File: src/rtl/led_seq_pkg.sv
// Shared types and constants for the LED sequencer: display modes,
// per-mode initial patterns and the SCAN end positions.
package led_seq_pkg;

  localparam int unsigned LED_W = 8;

  typedef enum logic [1:0] {
    MODE_OFF   = 2'd0,
    MODE_COUNT = 2'd1,
    MODE_SCAN  = 2'd2,
    MODE_BLINK = 2'd3
  } mode_t;

  typedef enum logic {
    DIR_LEFT  = 1'b0,
    DIR_RIGHT = 1'b1
  } dir_t;

  localparam logic [LED_W-1:0] OFF_INIT   = 8'h00;
  localparam logic [LED_W-1:0] COUNT_INIT = 8'h00;
  localparam logic [LED_W-1:0] SCAN_INIT  = 8'h01;
  localparam logic [LED_W-1:0] BLINK_INIT = 8'hFF;

  localparam logic [LED_W-1:0] SCAN_RIGHT_END = 8'h01;
  localparam logic [LED_W-1:0] SCAN_LEFT_END  = 8'h80;

  // Pattern loaded when a mode is entered.
  function automatic logic [LED_W-1:0] init_pattern(input mode_t m);
    logic [LED_W-1:0] p;
    case (m)
      MODE_COUNT: p = COUNT_INIT;
      MODE_SCAN:  p = SCAN_INIT;
      MODE_BLINK: p = BLINK_INIT;
      default:    p = OFF_INIT;
    endcase
    return p;
  endfunction

  // Mode cycle order for each button event.
  function automatic mode_t next_mode(input mode_t m);
    mode_t n;
    case (m)
      MODE_OFF:   n = MODE_COUNT;
      MODE_COUNT: n = MODE_SCAN;
      MODE_SCAN:  n = MODE_BLINK;
      default:    n = MODE_OFF;
    endcase
    return n;
  endfunction

endpackage

File: src/rtl/btn_sync_edge.sv
// Two-flop synchroniser plus rising-edge detector for the mode button.
// evt pulses one cycle, three cycles after btn_in rises. An arm flag that
// is only set once a genuine low has been sampled keeps a button held
// through reset from producing an event on release.
module btn_sync_edge (
  input  logic osc_clk,
  input  logic nreset,
  input  logic btn_in,
  output logic evt
);

  logic       sync1_q;
  logic       sync2_q;
  logic       prev_q;
  logic       armed_q;
  logic [1:0] valid_q;

  // Synchroniser, edge history, arm qualification and registered event.
  always_ff @(posedge osc_clk) begin
    if (!nreset) begin
      sync1_q <= 1'b0;
      sync2_q <= 1'b0;
      prev_q  <= 1'b0;
      armed_q <= 1'b0;
      valid_q <= 2'b00;
      evt     <= 1'b0;
    end else begin
      sync1_q <= btn_in;
      sync2_q <= sync1_q;
      prev_q  <= sync2_q;
      valid_q <= {valid_q[0], 1'b1};
      if (valid_q[1] && !sync2_q) armed_q <= 1'b1;
      evt     <= armed_q & sync2_q & ~prev_q;
    end
  end

endmodule

File: src/rtl/led_sequencer.sv
// LED pattern sequencer: button-cycled mode FSM (OFF/COUNT/SCAN/BLINK)
// stepping an 8-bit pattern once per prescaler tick.
// Optional feature macro: LED_PWM_EN adds a brightness input and a 3-bit
// PWM gate on the LED drive.
module led_sequencer
  import led_seq_pkg::*;
#(
  parameter int unsigned PRESCALE_W = 20
) (
  input  logic             osc_clk,
  input  logic             nreset,
  input  logic             mode_btn,
  input  logic             run,
`ifdef LED_PWM_EN
  input  logic [2:0]       brightness,
`endif
  output logic [LED_W-1:0] LED,
  output logic [1:0]       mode
);

  mode_t                  mode_q, mode_d;
  dir_t                   dir_q, dir_d;
  logic [LED_W-1:0]       pattern_q, pattern_d;
  logic [PRESCALE_W-1:0]  presc_q, presc_d;
  logic [LED_W-1:0]       led_d_c;
  logic                   btn_evt;
  logic                   tick_c;

  btn_sync_edge u_btn (
    .osc_clk (osc_clk),
    .nreset  (nreset),
    .btn_in  (mode_btn),
    .evt     (btn_evt)
  );

  // Tick fires on the last prescaler count of an enabled cycle.
  assign tick_c = run && (presc_q == '1);

  // Next-state: mode change has priority and discards a coincident tick.
  always_comb begin
    mode_d    = mode_q;
    dir_d     = dir_q;
    pattern_d = pattern_q;
    presc_d   = presc_q;
    if (run) presc_d = presc_q + PRESCALE_W'(1);
    if (btn_evt) begin
      mode_d    = next_mode(mode_q);
      pattern_d = init_pattern(mode_d);
      dir_d     = DIR_LEFT;
      presc_d   = '0;
    end else if (tick_c) begin
      case (mode_q)
        MODE_COUNT: pattern_d = pattern_q + 8'd1;
        MODE_SCAN: begin
          if (dir_q == DIR_LEFT) begin
            pattern_d = {pattern_q[LED_W-2:0], 1'b0};
            if (pattern_d == SCAN_LEFT_END) dir_d = DIR_RIGHT;
          end else begin
            pattern_d = {1'b0, pattern_q[LED_W-1:1]};
            if (pattern_d == SCAN_RIGHT_END) dir_d = DIR_LEFT;
          end
        end
        MODE_BLINK: pattern_d = ~pattern_q;
        default:    pattern_d = OFF_INIT;
      endcase
    end
  end

`ifdef LED_PWM_EN
  logic [2:0] pwm_cnt_q;

  // Free-running PWM phase counter.
  always_ff @(posedge osc_clk) begin
    if (!nreset) pwm_cnt_q <= 3'd0;
    else         pwm_cnt_q <= pwm_cnt_q + 3'd1;
  end

  assign led_d_c = (pwm_cnt_q <= brightness) ? pattern_q : '0;
`else
  assign led_d_c = pattern_q;
`endif

  // State, pattern, prescaler and LED drive registers.
  always_ff @(posedge osc_clk) begin
    if (!nreset) begin
      mode_q    <= MODE_OFF;
      dir_q     <= DIR_LEFT;
      pattern_q <= OFF_INIT;
      presc_q   <= '0;
      LED       <= '0;
    end else begin
      mode_q    <= mode_d;
      dir_q     <= dir_d;
      pattern_q <= pattern_d;
      presc_q   <= presc_d;
      LED       <= led_d_c;
    end
  end

  assign mode = mode_q;

endmodule

File: config.mk
export PLATFORM = sky130hd
export DESIGN_NAME = led_sequencer
export DESIGN_NICKNAME = d
export VERILOG_FILES = /design/src/rtl/led_seq_pkg.sv /design/src/rtl/btn_sync_edge.sv /design/src/rtl/led_sequencer.sv
export SDC_FILE = /design/constraint.sdc
export NUM_CORES = 1
export LEC_CHECK = 0
export BUFFER_PORTS_ARGS = -buffer_cell sky130_fd_sc_hd__buf_4
export CAP_MARGIN = 20
export CORE_UTILIZATION = 59
export DETAILED_ROUTE_END_ITERATION = 12
export GPL_TIMING_DRIVEN = 0
export PLACE_DENSITY = 0.78
export SETUP_SLACK_MARGIN = 0.5
export SLEW_MARGIN = 20
export SYNTH_ARGS = -nofsm -noshare
export SYNTH_HDL_FRONTEND = slang
export SYNTH_SLANG_ARGS = --single-unit
File: constraint.sdc
create_clock -name osc_clk -period 1.9 [get_ports osc_clk]
set_clock_uncertainty 0.1 [all_clocks]
set_input_delay 0.095 -clock osc_clk [delete_from_list [all_inputs] [get_ports osc_clk]]
set_output_delay 0.095 -clock osc_clk [all_outputs]
set_load 0.01 [all_outputs]
==> impl_results.md <==
* Status: finished, final reports clean
* Gp weighted congestion at 0.892
* Total number of yosys warnings at 0
* Post-DP Area at 2400 sq um
* Final instance area at 2900 sq um
* First-pass GRT wire length at 8150 um
* Worst-case reg-to-reg path depth at 5
* Mapped cell area at 2170 sq um
* TritonCTS clock tree: done
* Via count of the first global-routing pass at 1766
* Sum of net half-perimeters after detailed placement at 2850 um
* Pre-antenna DRT Iters at 9
* DRT antenna net count at 0
* Number of remaining DRC errors at 0
* Post-Route WL at 5580 um
* Cell taking the most area after synthesis: sky130_fd_sc_hd__dfxtp_1
* Required arrival time at the worst endpoint at 2.04 ns
* Normalized max-slew margin at 66.3%
* Gate power share at 6.3%
* Post-synthesis sequential area ratio at 42.5%
* Cell count after placement at 308
* Count of nets after finishing at 308
* Final setup viols at 0
* Endpoint of the worst hold path: presc_q[13]$_SDFFE_PP0P_
* Sum of overflow across all layers after global routing at 0
* Worst Setup Start Kind: flop
* Synthesized Nets at 260
* Setup slack of the worst register-to-register path at 0.13 ns
* H-tree depth at 2
* RSZ-0062 raised after global routing: true
* Final hold violation count at 0
* Max cap viols at 0
* Proportion of power drawn by the clock network at 34.7%
* Launch instance of the worst register-to-register path: presc_q[2]$_SDFFE_PP0P_
* Most used standard cell by instance count after synthesis: sky130_fd_sc_hd__dfxtp_1
* Cell row count at 21
* Tightest Pin Transition at 0.506 ns
* Area share of the largest cell type after synthesis at 42.5%
* Initial antenna violation count at 0
* Post-synthesis to final-layout area growth at 33.7%
* Final cycle utilization of the critical path at 93.3%
* Number of pins with negative max-slew slack in the final report at 0
* HP Start: run
* IO Count at 14
* Ranking of synthesized cells by area: sky130_fd_sc_hd__dfxtp_1 42%, sky130_fd_sc_hd__nor2_1 4.7%, sky130_fd_sc_hd__ha_1 4.0%
* Synth top cells by count: 46 x sky130_fd_sc_hd__dfxtp_1, 27 x sky130_fd_sc_hd__nor2_1, 20 x sky130_fd_sc_hd__nand2_1
* Critical-path maximum fanout at 5
* Mean routed wirelength per cell at 16.3 um
* CTS clock-pin slew for the worst setup and hold paths at 0.14 ns
* Drt via density at 5.85
* Cells after synthesis at 249
* Reg power frac at 59.1%
* Number of port buffers at 13
* Core outline area at 3420 sq um
* Final critical path time including I/O delays and setup at 1.77 ns
* Number of enable flip-flop cells after synthesis at 0
* Flip-flop and latch count after synthesis at 46
* Die Span Y at 62.6 um
* Switching share of power at 22.9%
* Switching Power at 377 uW
* Distinct cells, synth at 41
* Data arrival time of the critical path at 1.91 ns
* N_diodes at 0
* Clk root buf: sky130_fd_sc_hd__clkbuf_4
* Top FF cell, synth: sky130_fd_sc_hd__dfxtp_1
* GR Util All Layers at 26.4%
* Starting utilization of the core area at 63.4%
* Accumulated negative setup slack at 0 ns
* Chip Width at 62.6 um
* Crit. End Element: flop
* Clock network latency to the later pin of the worst-skew pair at 0.36 ns
* Number of CTS-inserted buffers at 5
* Fin cells at 343
* End of the worst register-to-register path: presc_q[16]$_SDFFE_PP0P_
* Power density normalized to cell area at 568 nW/um^2
* Worst vdd ir at 0.485 mV
* # clock sinks at 46
* Number of instances on the worst hold path at 5
* Minimum hold slack at 0.135 ns
* Average cell area after synthesis at 8.70 sq um
* Highest attainable clock frequency at 564 MHz
* Type of the worst setup path: reg -> reg
* Share of cells above drive strength 1 at 37.7%
* Int Pwr at 1.27 mW
* Via Count at 2008
* Proportion of synthesized flip-flops having asynchronous set or reset at 0%
* P_leak at 1.14 nW
* Largest net degree at the start of global routing at 14
* Buffer levels on the longest clock path at 2
* Die area at 3920 sq um
* HP Class: in -> reg
* Number of violations reported at the end of detailed-routing iteration 0 at 211
[repair_timing]
item,in CTS,in global routing
endpoints found under the hold margin,4,0
buffers inserted,19,5
cloned,1,0
endpoints found under the setup margin,29,30
hold buffers,3,0
gates resized for setup,29,30
pin swaps,12,7
[power by group through the flow]
stage	Sequential [mW]	Clock (mW)	Combinational (mW)
final	0.972	0.570	0.103
after detailed placement	1.01	0	0.0543
after floorplan	1.00	0	0.0355
after global placement	1.01	0	0.0525
after global routing	0.974	0.609	0.108
after CTS	0.974	0.572	0.0867
[routing by layer]
| metal | track usage, % | routed length [um] | vias to the layer above |
|---|---|---|---|
| met2 | 40.2 | 2530 | 124 |
| li1 | - | - | 961 |
| met4 | 7.56 | 150 | 0 |
| met1 | 37.4 | 2390 | 905 |
| met5 | 0 | 0 | - |
| met3 | 5.47 | 512 | 18 |
[kinds of logic after synthesis]
group                      share of synthesized area (%)
and+or+nand+nor                                     28.5
DFF                                                 42.5
AOI/OAI and AO/OA                                   10.9
buffers and inverters                               3.87
xor gates and xnor gates                            7.28
adders and majority gates                           4.04
muxes                                               2.89
[worst max-delay path, stage by stage (launching register included)]
cell and delay, ns:
sky130_fd_sc_hd__dfxtp_4 0.41, sky130_fd_sc_hd__nand4_1 0.14, sky130_fd_sc_hd__or4_4 0.58, sky130_fd_sc_hd__buf_4 0.17
sky130_fd_sc_hd__o21ai_0 0.17, sky130_fd_sc_hd__a21oi_1 0.09
[layout by cell type (no fill, tap or decap), types with 2 or more instances in the layout]
cell type | Yosys | layout
sky130_fd_sc_hd__nand2_2 | 0 | 5
sky130_fd_sc_hd__and2_1 | 13 | 13
sky130_fd_sc_hd__a222oi_1 | 3 | 3
sky130_fd_sc_hd__clkbuf_4 | 0 | 7
sky130_fd_sc_hd__nor2_1 | 27 | 26
sky130_fd_sc_hd__buf_6 | 0 | 6
sky130_fd_sc_hd__nand4_4 | 2 | 2
sky130_fd_sc_hd__ha_1 | 7 | 5
sky130_fd_sc_hd__dfxtp_4 | 0 | 11
sky130_fd_sc_hd__o21ai_1 | 0 | 5
sky130_fd_sc_hd__xor2_1 | 9 | 9
sky130_fd_sc_hd__clkbuf_8 | 0 | 2
sky130_fd_sc_hd__o31ai_2 | 0 | 2
sky130_fd_sc_hd__or2_4 | 0 | 2
sky130_fd_sc_hd__nor2b_1 | 4 | 4
sky130_fd_sc_hd__dfxtp_2 | 0 | 7
sky130_fd_sc_hd__nand2_1 | 20 | 15
sky130_fd_sc_hd__buf_4 | 0 | 34
sky130_fd_sc_hd__inv_1 | 7 | 6
sky130_fd_sc_hd__and3_1 | 5 | 3
sky130_fd_sc_hd__nor3_2 | 0 | 3
sky130_fd_sc_hd__clkbuf_2 | 0 | 6
sky130_fd_sc_hd__or3_1 | 4 | 3
sky130_fd_sc_hd__a31oi_4 | 0 | 2
sky130_fd_sc_hd__nor3_4 | 0 | 2
sky130_fd_sc_hd__nand4_1 | 5 | 5
sky130_fd_sc_hd__o21ai_0 | 12 | 6
sky130_fd_sc_hd__clkbuf_1 | 13 | 3
sky130_fd_sc_hd__mux2_2 | 2 | 2
sky130_fd_sc_hd__or3_4 | 0 | 2
sky130_fd_sc_hd__dfxtp_1 | 46 | 28
sky130_fd_sc_hd__mux2i_1 | 4 | 4
sky130_fd_sc_hd__dlygate4sd3_1 | 0 | 3
sky130_fd_sc_hd__xnor2_1 | 9 | 9
sky130_fd_sc_hd__nor3_1 | 7 | 2
sky130_fd_sc_hd__a21oi_1 | 7 | 6
sky130_fd_sc_hd__nand3_1 | 13 | 12
sky130_fd_sc_hd__a31oi_1 | 8 | 6
[cell type report]
class | count | area [sq um]
fill | 197 | 519
inverter | 7 | 26.3
tap | 46 | 57.6
sequential | 46 | 971
clock buffer | 7 | 76.3
buffer | 15 | 96.3
multi-input combinational | 181 | 1340
timing repair buffer | 41 | 330
[sequential cells by signal, summed over array words and instances, names as in the netlist]
name and flops:
LED 8, dir_q 1, led_d_c 8, mode 2, presc_q 20, u_btn.armed_q 1, u_btn.evt 1, u_btn.prev_q 1
u_btn.sync1_q 1, u_btn.sync2_q 1, u_btn.valid_q 2
[worst max path at each step]
stage / from / endpoint / slack, ns
global route: presc_q[2]$_SDFFE_PP0P_ / presc_q[16]$_SDFFE_PP0P_ / 0.1
finish: presc_q[2]$_SDFFE_PP0P_ / presc_q[16]$_SDFFE_PP0P_ / 0.13
CTS: presc_q[1]$_SDFFE_PP0P_ / presc_q[16]$_SDFFE_PP0P_ / 0.18
detailed placement: presc_q[1]$_SDFFE_PP0P_ / presc_q[16]$_SDFFE_PP0P_ / 0.13
global placement: presc_q[1]$_SDFFE_PP0P_ / presc_q[16]$_SDFFE_PP0P_ / 0.14
floorplan: presc_q[4]$_SDFFE_PP0P_ / presc_q[16]$_SDFFE_PP0P_ / 0.25
[through the flow]
stage	util [%]	setup slack (ns)	power, mW
after global routing	84.8	0.0956	1.69
after CTS	80.4	0.181	1.63
final	84.8	0.127	1.65
after global placement	70.1	0.143	1.06
after floorplan	-	0.246	1.04
after detailed placement	70.1	0.126	1.06
Power figures use the tool's default switching activity.
